File: config.mk
export PLATFORM = sky130hd
export DESIGN_NAME = uart_rx
export DESIGN_NICKNAME = d
export VERILOG_FILES = /design/src/rtl/uart_pkg.sv /design/src/rtl/sync_2ff.sv /design/src/rtl/uart_rx.sv
export SDC_FILE = /design/constraint.sdc
export NUM_CORES = 1
export LEC_CHECK = 0
export BUFFER_PORTS_ARGS = -buffer_cell sky130_fd_sc_hd__buf_2
export CAP_MARGIN = 20
export CORE_UTILIZATION = 50
export DETAILED_ROUTE_END_ITERATION = 12
export MAX_ROUTING_LAYER = met4
export PLACE_DENSITY = 0.73
export SYNTH_ARGS = -nofsm -noshare
export SYNTH_HDL_FRONTEND = slang
export SYNTH_SLANG_ARGS = --single-unit
File: constraint.sdc
create_clock -name clk -period 2.8 [get_ports clk]
set_input_delay 0.56 -clock clk [delete_from_list [all_inputs] [get_ports clk]]
set_output_delay 0.56 -clock clk [all_outputs]
set_load 0.02 [all_outputs]
File: src/rtl/uart_pkg.sv
// Shared UART definitions: FSM state encoding, frame constants and default bit period.
// Imported by both the transmitter and the receiver.
package uart_pkg;

    localparam int unsigned DATA_BITS           = 8;
    localparam int unsigned STOP_BITS           = 1;
    localparam int unsigned DEFAULT_CLK_PER_BIT = 100;

    typedef enum logic [2:0] {
        StIdle,
        StStart,
        StData,
        StStop,
        StWaitHigh
    } uart_state_e;

endpackage

File: src/rtl/sync_2ff.sv
// Two-flop synchronizer for a single asynchronous bit, with a parameterized reset value.
module sync_2ff #(
    parameter logic RESET_VAL = 1'b1
) (
    input  logic clk,
    input  logic rst_n,
    input  logic d_i,
    output logic q_o
);

    logic meta_q;
    logic sync_q;

    always_ff @(posedge clk or negedge rst_n) begin
        if (!rst_n) begin
            meta_q <= RESET_VAL;
            sync_q <= RESET_VAL;
        end else begin
            meta_q <= d_i;
            sync_q <= meta_q;
        end
    end

    assign q_o = sync_q;

endmodule

File: src/rtl/uart_rx.sv
// 8N1 UART receiver: synchronizes the line, samples at mid-bit and reports each byte
// with a one-cycle data_valid pulse, or a one-cycle frame_error on a low stop bit.
module uart_rx
    import uart_pkg::*;
#(
    parameter int unsigned CLK_PER_BIT = DEFAULT_CLK_PER_BIT
) (
    input  logic                 clk,
    input  logic                 rst_n,
    input  logic                 serial,
    output logic [DATA_BITS-1:0] data,
    output logic                 data_valid,
    output logic                 frame_error,
    output logic                 busy
);

    localparam int unsigned          CNT_W    = $clog2(CLK_PER_BIT);
    localparam int unsigned          BIT_W    = $clog2(DATA_BITS);
    localparam logic [CNT_W-1:0]     FULL_CNT = CNT_W'(CLK_PER_BIT - 1);
    localparam logic [CNT_W-1:0]     HALF_CNT = CNT_W'(CLK_PER_BIT / 2 - 1);
    localparam logic [BIT_W-1:0]     LAST_BIT = BIT_W'(DATA_BITS - 1);

    logic                 serial_s;
    uart_state_e          state_q, state_d;
    logic [CNT_W-1:0]     cnt_q, cnt_d;
    logic [BIT_W-1:0]     bit_q, bit_d;
    logic [DATA_BITS-1:0] shift_q, shift_d;
    logic [DATA_BITS-1:0] data_q, data_d;
    logic                 valid_q, valid_d;
    logic                 ferr_q, ferr_d;

    sync_2ff #(
        .RESET_VAL(1'b1)
    ) u_sync (
        .clk  (clk),
        .rst_n(rst_n),
        .d_i  (serial),
        .q_o  (serial_s)
    );

    always_comb begin
        state_d = state_q;
        cnt_d   = cnt_q;
        bit_d   = bit_q;
        shift_d = shift_q;
        data_d  = data_q;
        valid_d = 1'b0;
        ferr_d  = 1'b0;
        unique case (state_q)
            StIdle: begin
                cnt_d = '0;
                if (!serial_s) begin
                    state_d = StStart;
                    bit_d   = '0;
                end
            end
            StStart: begin
                // Half a bit period lands the following samples at mid-bit.
                if (cnt_q == HALF_CNT) begin
                    cnt_d   = '0;
                    state_d = serial_s ? StIdle : StData;
                end else begin
                    cnt_d = cnt_q + 1'b1;
                end
            end
            StData: begin
                if (cnt_q == FULL_CNT) begin
                    cnt_d   = '0;
                    shift_d = {serial_s, shift_q[DATA_BITS-1:1]};
                    bit_d   = bit_q + 1'b1;
                    if (bit_q == LAST_BIT) begin
                        state_d = StStop;
                    end
                end else begin
                    cnt_d = cnt_q + 1'b1;
                end
            end
            StStop: begin
                if (cnt_q == FULL_CNT) begin
                    cnt_d = '0;
                    if (serial_s) begin
                        data_d  = shift_q;
                        valid_d = 1'b1;
                        state_d = StIdle;
                    end else begin
                        ferr_d  = 1'b1;
                        state_d = StWaitHigh;
                    end
                end else begin
                    cnt_d = cnt_q + 1'b1;
                end
            end
            StWaitHigh: begin
                // Holding here makes a break report exactly one frame_error.
                if (serial_s) begin
                    state_d = StIdle;
                end
            end
            default: state_d = StIdle;
        endcase
    end

    always_ff @(posedge clk or negedge rst_n) begin
        if (!rst_n) begin
            state_q <= StIdle;
            cnt_q   <= '0;
            bit_q   <= '0;
            shift_q <= '0;
            data_q  <= '0;
            valid_q <= 1'b0;
            ferr_q  <= 1'b0;
        end else begin
            state_q <= state_d;
            cnt_q   <= cnt_d;
            bit_q   <= bit_d;
            shift_q <= shift_d;
            data_q  <= data_d;
            valid_q <= valid_d;
            ferr_q  <= ferr_d;
        end
    end

    assign data        = data_q;
    assign data_valid  = valid_q;
    assign frame_error = ferr_q;
    assign busy        = (state_q != StIdle);

endmodule

After elaboration in Yosys (flattened, before gate mapping)
Index checks and enable logic that the tools add are counted. W data, S select, Z words.

Register bits: 33. Word-level logic and storage cells: 54. Output and inout port bits: 11. Bits of input ports: 3.

Muxes and demuxes: 21. Reduce and logical (&&, ||, !) cells: 9. Add/sub/neg operators: 2. Equal/unequal tests: 13.

Operator list (number): $mux W3 (9); $pmux W7 S3 (1); $pmux W3 S5 (1); $mux W7 (2); $ne A2 B2 Y1 const B (5); $add A7 B1 Y7 const B (1); $eq A7 B6 Y1 const B (1); $eq A7 B7 Y1 const B (1); $eq A3 B2 Y1 const B (2); $eq A3 B3 Y1 const B (2); $mux W1 (6); $pmux W3 S2 (1); $reduce_and A3 Y1 (2); $reduce_and A6 Y1 (1); $reduce_bool A3 Y1 (2); $add A3 B1 Y3 const B (1); $eq A3 B1 Y1 const B (1); $logic_not A3 Y1 (1); $mux W2 (1); $ne A2 B1 Y1 const B (1); $reduce_and A2 Y1 (1); $reduce_bool A2 Y1 (1); $reduce_or A2 Y1 (1).

Longest topological paths before layout
Depth after elaboration: 4. Depth in mapped cells: 7.

Cells and area by module
Synthesis repeated with hierarchy kept, for this count alone.

Cells, all modules: 124. Area total of the unflattened synthesis: 1502.7 µm².

Modules (own cells, without submodules): uart_rx (times used 1, cells an instance 122, area an instance 1450.1 µm², sequential area each 775.7 µm²); sync_2ff (times used 1, cells an instance 2, area an instance 52.6 µm², sequential area each 52.6 µm²).

Worst setup path after synthesis
No wires, ideal clock.

Path kind: register -> register. Start point: register cnt_q[0]. End point: register data_q[0], in the netlist data[0]. Arrival: 2.061 ns. Path slack: 0.614 ns. Library setup time: 0.125 ns. Period minus slack after synthesis: 2.186 ns. Stages on the path, launching flop included: 8. Cells stage by stage: dfrtp_1 ha_1 nand4b_1 or3_1 buf_2 or4_4 buf_6 mux2_4.

Word-level cells in the longest chain between the ends: 2.

RTL lines: from (decl) (line uart_rx.sv:25) `logic [CNT_W-1:0] cnt_q, cnt_d;`; from (signal assigned) (line uart_rx.sv:114) `cnt_q <= cnt_d;`; $eq A7 B7 Y1 (line uart_rx.sv:79) `if (cnt_q == FULL_CNT) begin`; $reduce_and A3 Y1 (no line); to (signal assigned) (line uart_rx.sv:117) `data_q <= data_d;`; to (decl) (line uart_rx.sv:28) `logic [DATA_BITS-1:0] data_q, data_d;`.

No other way between the ends. A chain may end at the register's enable or synchronous reset.

Worst setup path in the final report
Start point: register cnt_q[0]. End point: register data_q[4], in the netlist data[4].

The elaborated chain is that of the path after synthesis.

==> impl_metrics.ini <==
[run_status]
status = complete, no violations

[power]
power.density_mw_per_mm2 = 465.2
max-vdd-ir-drop_v = 0.0004121
p_leak_uw = 0.0008410

[synthesis]
async_flop_share_pct = 100.0
synth_cells = 126
netlist.area_leader.share_pct = 52.14
yosysTopAreaCell = dfrtp_1
ys_ff_latch = 33
synth_simple_gate_area_share_pct = 13.62
synth_area_leaders = dfrtp_1 (52%), mux2_4 (8.1%), mux2_2 (6.1%)
synth_xor_area_share_pct = 1.177
syn-num-nets = 133
synth_top_family_by_area = multiplexers
yosys_warnings = 0
avgSynthCellArea_um2 = 11.81
synth.most_common_cell = dfrtp_1
synth-edff-count = 0
yosysSeqAreaShare_pct = 55.68
synth_adder_area_share_pct = 3.364
ys_types = 33
syn_area_mm2 = 0.001488
synth_compound_area_share_pct = 7.317
synth_ff_type = dfrtp_1
ys_top_cells_by_count = dfrtp_1 (31), nand2_1 (15), mux2_2 (8), mux2_4 (8), nand3_1 (8)
synthMuxAreaShare_pct = 15.48

[layout]
fillers = 247
final-instance-count-excl-fill = 173
design_area_mm2 = 0.001627
fin_util_pct = 58.48
n_antenna_cell = 0
areaGrowthSynthToFinish_pct = 9.336
fin_nets = 149
drive_gt1_share_pct = 28.17

[setup_path]
worst_setup_path_end_kind = flop
cp_max_fo = 9
crit_required_ns = 3.00
critPathTopFamily = simple AND/OR/NAND/NOR gates
crit_chain = ha_1, nand4b_1, or3_1, or4_4, mux2_4
worstSetupStartpointType = flop
critical_path_buf_inv_count = 0
max_stage_delay_ns = 0.63
criticalPathCategory = flop to flop
crit_slowest_cell = or4_4
critPathArrivalTime_ns = 2.54

[place]
place_congestion = 0.9014
placed_cell_area_mm2 = 0.001572
hpwl_um = 1860
portBuffers = 13
placedCellCount = 166

[route]
wire_per_inst_um = 15.60
drc = 0
wirelength_um = 2698
ant_nets = 0
first_pass_iters = 4
drt_iter0_drc = 42
via_count = 998
vias_per_cell = 5.769

[die]
dieHeight_um = 56.55
num_rows = 19
ioPinCount = 14
core_area_mm2 = 0.002781
die_area_mm2 = 0.003197
die_x_um = 56.55
initial_utilization_pct = 53.49

[sta]
rsz0062_at_grt = no
period_share_pct = 83.34
tightest_slew_ns = 0.7032
fin_tns_setup_ns = 0
finalSetupViolCount = 0
hold_viol = 0
drv_slew = 0
period_minus_slack_ns = 2.334
max-slew-margin-rel_pct = 53.12
fmax_mhz = 428.5
finClkSkew_ns = 0.01538

[clock_network]
htree_levels = 2
clockRootBuffer = clkbuf_4
cts_buffer_depth = 2
cts.sinks = 33
worstSkewPairLatency_ns = 0.33
ctsResizeCount = 0
clk_pin_slew_worst_paths_ns = 0.10
hold_buffers = 0
cts_tree = yes
cts_inserted_buffers = 5
cts_setup_buffers = 0

[global_routing]
grt_antenna_before_repair = 0
grt.overflow.total = 0
grt_pass1_wl_um = 4912
grt_pass1_vias = 997
track_usage_pct = 21.68
grt_max_degree = 34

[flow_run]
drv_cap = 0

[worst_hold_path]
worst_hold_path_type = input port to asynchronous set/reset pin
==> per-layer routing <==
metal | vias up | global-route usage [%] | part of all wire [%]
li1 | 478 | - | -
met1 | 485 | 26.91 | 44
met2 | 31 | 32.44 | 50
met3 | 4 | 6.912 | 3.9
met4 | 0 | 9.756 | 2.1
met5 | - | - | 0
==> logic make-up (layout without fill, tap and decap cells) <==
group	Yosys count	count (layout)
fa+ha+maj	4	4
flops	33	33
xor+xnor	2	2
simple gates	41	41
compound gates	17	17
mux	18	18
buf+inv	11	27
==> area by class of cell <==
cell class,instances,area [µm²],area share [%]
flip-flops and latches,33,828.3,50.92
well taps,31,38.79,2.385
repair buffers,14,72.57,4.462
clock buffers,7,55.05,3.385
multi-input cells,82,609.3,37.46
inverters,6,22.52,1.385
==> sequential cells by signal, summed over array words and instances, names as in the netlist, 3 cells and up <==
signal / count
data: 8
shift_q: 8
cnt_q: 7
bit_q: 3
state_q: 3
==> worst register-to-register path, cell delays in order (launching register included) <==
cell and delay (ns):
dfrtp_1 0.43, ha_1 0.24, nand4b_1 0.14, or3_1 0.43, or4_4 0.63, mux2_4 0.34
==> through the flow <==
step / worst slack, ns / hold slack (ns) / total power (µW)
after CTS: 0.4866 / 0.2834 / 769.1
after detailed placement: 0.5079 / 0.3536 / 500.9
after global placement: 0.5918 / 0.3468 / 500.4
after global routing: 0.3409 / 0.2984 / 791.8
after floorplan: 0.6143 / 0.2644 / 489.9
final: 0.4665 / 0.2672 / 756.6
==> report_power, final <==
group	switching (µW)	internal, µW
logic	9.21	1.24
registers	1.53	479
clock network	147	118
total	158	599
==> final timing paths <==
kind | startpoint | endpoint | slack, ns | cells past startpoint
max in group asynchronous | rst_n | shift_q[5]$_DFFE_PN0P_ | 2.07 | 1
worst min register to register | u_sync.meta_q$_DFF_PN1_ | u_sync.q_o$_DFF_PN1_ | 0.37 | 0
worst min-delay path | rst_n | data[6]$_DFFE_PN0P_ | 0.27 | 1
worst max-delay path | cnt_q[0]$_DFFE_PN0P_ | data[4]$_DFFE_PN0P_ | 0.47 | 5
worst max register to register | cnt_q[0]$_DFFE_PN0P_ | data[4]$_DFFE_PN0P_ | 0.47 | 5
min in group clk | serial | u_sync.meta_q$_DFF_PN1_ | 0.33 | 1
==> placed cells by master (no fill, tap or decap), types with 2 or more instances in the layout <==
cell type,count
nand4b_1,2
or3_1,2
nor2_1,7
dfrtp_1,31
nand3_1,8
o21ai_0,5
nand4_1,2
buf_2,13
ha_1,4
clkbuf_4,5
mux2i_1,2
nand2_1,15
a21oi_1,4
mux2_4,8
mux2_2,8
inv_1,6
dfstp_2,2
No activity file was read; power rests on OpenSTA's default activity.
